`src/rtl/pipeline_mem_arbiter.sv`:
```
// Single-port memory arbiter shared by the pipeline's instruction-fetch and data requesters.
// One access in flight at a time; data wins ties, with a bounded starvation window for fetch.
module pipeline_mem_arbiter #(
  parameter int unsigned MEM_LAT  = 2,
  parameter int unsigned FAIR_MAX = 4,
  parameter int unsigned AW       = 32,
  parameter int unsigned DW       = 32
) (
  input  logic          clk,
  input  logic          reset,
  input  logic          if_req,
  input  logic [AW-1:0] if_addr,
  output logic [DW-1:0] if_rdata,
  output logic          if_ready,
  input  logic          d_req,
  input  logic          d_we,
  input  logic [AW-1:0] d_addr,
  input  logic [DW-1:0] d_wdata,
  output logic [DW-1:0] d_rdata,
  output logic          d_ready,
  output logic          mem_en,
  output logic          mem_we,
  output logic [AW-1:0] mem_addr,
  output logic [DW-1:0] mem_wdata,
  input  logic [DW-1:0] mem_rdata
);

  localparam int unsigned CntW  = (MEM_LAT > 1) ? $clog2(MEM_LAT) : 1;
  localparam int unsigned FairW = (FAIR_MAX > 0) ? $clog2(FAIR_MAX + 1) : 1;

  typedef enum logic [1:0] {StIdle, StIssue, StWait, StResp} state_e;

  state_e           state_q;
  logic [CntW-1:0]  cnt_q;
  logic [FairW-1:0] fair_q;
  logic             owner_data_q;

  logic fair_sat;
  logic fair_hit;
  logic pick_data;

  assign fair_sat  = (fair_q == FairW'(FAIR_MAX));
  // FAIR_MAX of zero disables the forced fetch grant entirely.
  assign fair_hit  = (FAIR_MAX > 0) && fair_sat;
  assign pick_data = d_req && !(if_req && fair_hit);

  always_ff @(posedge clk) begin
    if (reset) begin
      state_q      <= StIdle;
      cnt_q        <= '0;
      fair_q       <= '0;
      owner_data_q <= 1'b0;
      if_rdata     <= '0;
      if_ready     <= 1'b0;
      d_rdata      <= '0;
      d_ready      <= 1'b0;
      mem_en       <= 1'b0;
      mem_we       <= 1'b0;
      mem_addr     <= '0;
      mem_wdata    <= '0;
    end else begin
      mem_en   <= 1'b0;
      if_ready <= 1'b0;
      d_ready  <= 1'b0;
      unique case (state_q)
        StIdle: begin
          if (if_req || d_req) begin
            owner_data_q <= pick_data;
            // Request fields are latched here and presented during the issue cycle.
            mem_en   <= 1'b1;
            mem_we   <= pick_data && d_we;
            mem_addr <= pick_data ? d_addr : if_addr;
            if (pick_data) begin
              mem_wdata <= d_wdata;
            end
            if (pick_data && if_req) begin
              if (!fair_sat) begin
                fair_q <= fair_q + FairW'(1);
              end
            end else begin
              fair_q <= '0;
            end
            state_q <= StIssue;
          end
        end
        StIssue: begin
          cnt_q   <= CntW'(MEM_LAT - 1);
          state_q <= StWait;
        end
        StWait: begin
          if (cnt_q == '0) begin
            if (!mem_we) begin
              if (owner_data_q) begin
                d_rdata <= mem_rdata;
              end else begin
                if_rdata <= mem_rdata;
              end
            end
            if (owner_data_q) begin
              d_ready <= 1'b1;
            end else begin
              if_ready <= 1'b1;
            end
            state_q <= StResp;
          end else begin
            cnt_q <= cnt_q - CntW'(1);
          end
        end
        StResp: begin
          // Requests are deliberately ignored here so a just-completed requester can drop req.
          state_q <= StIdle;
        end
        default: begin
          state_q <= StIdle;
        end
      endcase
    end
  end

endmodule

```
`config.mk`:
```
export PLATFORM = sky130hd
export DESIGN_NAME = pipeline_mem_arbiter
export DESIGN_NICKNAME = d
export VERILOG_FILES = /design/src/rtl/pipeline_mem_arbiter.sv
export SDC_FILE = /design/constraint.sdc
export NUM_CORES = 1
export LEC_CHECK = 0
export ABC_AREA = 1
export ABC_CLOCK_PERIOD_IN_PS = 1660
export CAP_MARGIN = 20
export CORE_MARGIN = 2
export CORE_UTILIZATION = 41
export CTS_CLUSTER_DIAMETER = 120
export DETAILED_ROUTE_END_ITERATION = 8
export GPL_ROUTABILITY_DRIVEN = 0
export GPL_TIMING_DRIVEN = 0
export PLACE_DENSITY = 0.8
export SLEW_MARGIN = 20
export SYNTH_ARGS = -nofsm -noshare
export SYNTH_HDL_FRONTEND = slang
export SYNTH_SLANG_ARGS = --single-unit
export TNS_END_PERCENT = 30
```
`constraint.sdc`:
```
create_clock -name clk -period 1.66 [get_ports clk]
set_input_delay 0.498 -clock clk [delete_from_list [all_inputs] [get_ports clk]]
set_output_delay 0.498 -clock clk [all_outputs]
set_load 0.01 [all_outputs]
```
# == After elaboration in Yosys (flattened, before gate mapping) ==
# Cells that the tools add are included.
# totals
input_bits,133
reg_bits,139
out_inout_bits,132
# classes
n_reduce_logical,16
n_eq_ne,7
bitwise,5
addsub,2
mux,11
# op_table
op,n
$mux W32,1
$pmux W2 S4,1
$reduce_and A4 Y1,2
$mux W3,2
$ne A2 B2 Y1 const B,3
$reduce_and A3 Y1,2
$not A1 Y1,5
$eq A2 B2 Y1 const B,2
$logic_and A1 B1 Y1,4
$mux W1,4
$mux W2,2
$reduce_and A2 Y1,2
$add A3 B1 Y3 const B,1
$eq A3 B3 Y1 const B,1
$reduce_or A3 Y1,1
$eq A2 B1 Y1 const B,1
$logic_not A2 Y1,1
$pmux W1 S2,1
$reduce_bool A2 Y1,1
$reduce_or A2 Y1,1
$logic_not A1 Y1,1
$logic_or A1 B1 Y1,1
$sub A1 B1 Y1 const B,1

# == Longest topological paths before layout ==
# depth
word_depth,7
depth_mapped,9

# == Worst setup path before layout ==
# No wires, ideal clock.
# synth_timing
path_kind,reg2reg
from,register fair_q[0]
to,register mem_wdata[22]
t_arrival_ps,1246
setup_time_ps,70
n_path_buf,2
setup_slack_ps,343
stages_incl_launch_ff,8
path_cell_list,dfxtp_1 inv_1 ha_1 nand3_2 buf_4 buf_2 nand4_1 a21oi_1
# synth_between
elab_chain_len,5
# synth_rtl
element,line,rtl
start: declaration,35,logic [FairW-1:0] fair_q;
start signal: assignment,78,fair_q <= fair_q + FairW'(1);
$eq A3 B3 Y1,42,assign fair_sat = (fair_q == FairW'(FAIR_MAX));
$logic_and A1 B1 Y1,45,assign pick_data = d_req && !(if_req && fair_hit);
$logic_not A1 Y1,45,
$logic_and A1 B1 Y1,45,
$reduce_and A3 Y1 (no line),--,
end signal: assignment,74,mem_wdata <= d_wdata;
end: declaration,24,"output logic [DW-1:0] mem_wdata,"
# No other way between the ends.
# A chain may end at the register's enable or synchronous reset.

# == Worst setup path after layout ==
# layout_timing
from,register fair_q[0]
to,register mem_wdata[20]
# The elaborated chain is that of the path after synthesis.

==> metrics.log <==
[metrics] result of the run: completed
[metrics] die boundary width: 121.4 µm
[metrics] Register-to-Register Setup Slack: about 60 ps
[metrics] Max-Slew Margin vs Limit: 0.6766
[metrics] core area: about 13000 µm²
[metrics] CP endpoint kind: flop
[metrics] master of the slowest instance on the critical path: sky130_fd_sc_hd__dfxtp_1
[metrics] startpoint of the most critical register-to-register path: fair_q[0]
[metrics] clock skew after layout: 4.587 ps
[metrics] initial core utilization: 0.4233
[metrics] overall die height: 121.4 µm
[metrics] number of H-tree levels: 4
[metrics] via count of the first global-routing pass: 5987
[metrics] number of clock sinks seen by CTS: about 140
[metrics] final number of hold-violating endpoints: 0
[metrics] final number of max-transition violations: 0
[metrics] Hold Path Origin: mem_wdata[23]
[metrics] number of top-level pins: 265
[metrics] total cell area at the placement stage: between 8000 and 9000 µm²
[metrics] final net count: 1200
[metrics] multiplexer share of the synthesized area: 0
[metrics] Mapped Nets: 917
[metrics] worst hold slack: 458.1 ps
[metrics] number of buffers inserted during clock tree synthesis: 17
[metrics] data required time at the worst endpoint: 2000 ps
[metrics] area taken by flip-flops and latches: 2783 µm²
[metrics] area taken by multi-input logic gates: 2400 µm²
[metrics] Die Footprint: 14740 µm²
[metrics] gate count after technology mapping: 780
[metrics] Max Fanout on Critical Path: 10
[metrics] gr usage total: 0.2519
[metrics] worst setup path start: fair_q[0]
[metrics] Setup crit start kind: flop
[metrics] share of synthesized area occupied by flip-flops and latches: 0.4925
[metrics] antenna fix cells: 0
[metrics] Setup CP Type: flop to flop
[metrics] path type of the worst min-delay path: flop to flop
[metrics] complex-gate fraction of the synthesized area: 0.1488
[metrics] final period demand of the worst path: ~1600 ps
[metrics] total power: 12.73 mW
[metrics] flip-flop and latch count after synthesis: 139
[metrics] post-route core utilization: 0.6717
[metrics] Antenna Nets Post-Route: 0
[metrics] Rows: 42
[metrics] mapped cell area: 5650 µm²
[metrics] end point of the critical path: mem_wdata[20]
[metrics] initial antenna violation count: 0
[metrics] post-route fraction of the period consumed by the critical path: 0.9636
[metrics] vias per cell: between 4 and 5
[metrics] Post-DP HPWL: 13.74 mm
[metrics] count of cells along the worst register-to-register path: 7
[metrics] fraction of layout instances using a drive strength above 1: 0.08372
[metrics] GRT Residual Overflow: 0
[metrics] crit path buf inv count: 3
[metrics] clock latency on the worst-skew pair: 420 ps
[metrics] total via count in the routed design: around 6200
[metrics] unrepaired setup endpoints after global routing: yes
[metrics] number of max-capacitance violations reported: 0
[metrics] Crit path arrival time: approximately 1900 ps
[metrics] largest net degree at the start of global routing: 17
[metrics] CP Cell Sequence: inv_1 -> ha_1 -> nand3_4 -> buf_4 -> clkbuf_4 -> nand4_1 -> a21oi_1
[metrics] r2r endpoint: mem_wdata[20]
[metrics] clock-pin slew on the worst setup and hold paths: about 60 ps
[metrics] DRC violations left: 0
[metrics] Leak: 4.253 nW
[metrics] yosys synthesis warning count: 0
[metrics] power per cell area: about 1400 nW/µm²
[metrics] xor/xnor cell area share of the yosys netlist: 0
[metrics] Final Routed Wirelength: 18.37 mm
[metrics] maximum achievable frequency: ~630 MHz
[metrics] 1st-pass router iterations: 5
[metrics] setup violators final: 0
[metrics] post-CTS setup repair buffer count: 0
[metrics] violation count after the first detailed-route iteration: roughly 300
[metrics] main combinational cell family by area after synthesis: simple AND/OR/NAND/NOR gates
[metrics] growth of design area from synthesis to finish: 58.68%
[metrics] total of buffers placed on input and output ports: approximately 260
[metrics] buffer levels on the longest clock path: 2
[metrics] clock tree from TritonCTS: yes
[metrics] global-route wire length before repair: 29.08 mm
[metrics] number of cells on the critical path: 7
[metrics] Avg WL per Cell: 14.69 µm
[metrics] final instance area: ~9000 µm²
[metrics] largest delay contributor family on the critical path: buffers and inverters
[metrics] Worst-Margin Slew: 485.0 ps
[metrics] # fillers: 1281
[metrics] number of stages on the worst hold path: 2
[metrics] area fraction in and, or, nand and nor cells after synthesis: 0.2648
[metrics] delay contributed by the slowest stage of the critical path: 370 ps
[metrics] Clk Tree Root Cell: sky130_fd_sc_hd__clkbuf_16
[metrics] mean instance size in the synthesized netlist: 7.244 µm²
[metrics] maximum VDD drop: 713.9 µV
[metrics] post-synth cell types: 21
[metrics] adder and majority cell fraction of the synthesized area: 0.008857
-- synthesized netlist by cell type --
library cell	count	area, µm²
sky130_fd_sc_hd__buf_6	1	11.26
sky130_fd_sc_hd__nor2_2	1	6.260
sky130_fd_sc_hd__inv_2	3	11.26
sky130_fd_sc_hd__buf_4	6	45.04
sky130_fd_sc_hd__nand3_2	2	20.02
sky130_fd_sc_hd__buf_2	27	135.1
sky130_fd_sc_hd__buf_1	2	7.510
sky130_fd_sc_hd__nor2_4	1	11.26
sky130_fd_sc_hd__ha_1	4	50.05
sky130_fd_sc_hd__nand2_1	81	304.0
sky130_fd_sc_hd__a21oi_1	68	340.3
sky130_fd_sc_hd__o21ai_1	2	10.01
sky130_fd_sc_hd__nor2_1	203	762.0
sky130_fd_sc_hd__nand4_1	33	206.5
sky130_fd_sc_hd__dfxtp_1	139	2783
sky130_fd_sc_hd__clkbuf_1	26	97.59
sky130_fd_sc_hd__o21ai_0	98	490.5
sky130_fd_sc_hd__inv_1	46	172.7
sky130_fd_sc_hd__nand2_2	1	6.260
sky130_fd_sc_hd__nor3_1	2	10.01
sky130_fd_sc_hd__nand3_1	34	170.2
-- cell families (layout without fill, tap and decap cells) --
group / Yosys count / count (layout)
and+or+nand+nor: 358 / 358
AOI/OAI and AO/OA: 168 / 168
DFF: 139 / 139
buffers and inverters: 111 / 406
adders and majority gates: 4 / 4
-- placed cells by master, fill, tap and decap left out, drive strengths merged --
master | netlist | final
nor2 | 205 | 205
ha | 4 | 4
dfxtp | 139 | 139
clkdlybuf4s50 | 0 | 131
buf | 36 | 31
o21ai | 100 | 100
clkbuf | 26 | 50
clkinv | 0 | 8
clkinvlp | 0 | 1
nand2 | 82 | 82
bufinv | 0 | 2
inv | 49 | 50
a21oi | 68 | 68
nand4 | 33 | 33
nand3 | 36 | 36
dlygate4sd2 | 0 | 132
dlymetal6s2s | 0 | 1
nor3 | 2 | 2
-- cell type report --
type	count	area share
multi-input cells	530	0.2677
repair buffers	264	0.2766
inverters	49	0.02051
plain buffers	62	0.03712
clock inverters	12	0.01382
clock buffers	19	0.04940
well taps	176	0.02456
flip-flops and latches	139	0.3104
-- repair_timing --
action | CTS | global route
pin swaps | 0 | 0
hold buffers | 0 | 0
endpoints found under the hold margin | 0 | 0
resized for setup | 133 | 40
setup endpoints to repair | 135 | 117
-- tightest hold or removal path: stages, from the launching register on --
cell                      delay [ps]
sky130_fd_sc_hd__dfxtp_1         300
sky130_fd_sc_hd__nand2_1          60
sky130_fd_sc_hd__a21oi_1          50
-- how the worst min path moves through the flow --
stage                    endpoint  slack, ps
floorplan              state_q[0]        440
global placement    mem_wdata[13]        450
detailed placement  mem_wdata[15]        450
CTS                 mem_wdata[23]        460
global route        mem_wdata[21]        480
finish              mem_wdata[23]        460
-- routing by layer --
metal,global-route usage,vias to the layer above,wire length [µm]
met5,0,-,0
met2,0.4491,231,9150
met3,0.09258,25,1735
met1,0.2737,2832,7162
li1,-,3113,-
met4,0.08836,0,325
-- power breakdown --
| group | switching [mW] | internal (mW) | leakage [nW] |
|---|---|---|---|
| Combinational | 2.57 | 1.96 | 2.83 |
| Clock | 1.45 | 2.23 | 0.283 |
| Sequential | 0.383 | 4.14 | 1.14 |
-- state kept, by name, indices dropped and copies added, names as in the netlist, 2 cells and up --
name,cells
mem_wdata,32
d_rdata,32
state_q,2
mem_addr,32
fair_q,3
if_rdata,32
-- through the flow --
step | setup TNS (ps) | worst slack, ps | instances
2_1_floorplan | 0 | 343.4 | 780
6_report | 0 | 60.35 | 1251
3_3_place_gp | -40010 | -413.7 | 1220
3_5_place_dp | -41640 | -406.7 | 1220
5_1_grt | -135.4 | -37.62 | 1251
4_1_cts | -26.59 | -13.85 | 1251
(Power assumes the default switching activity.)
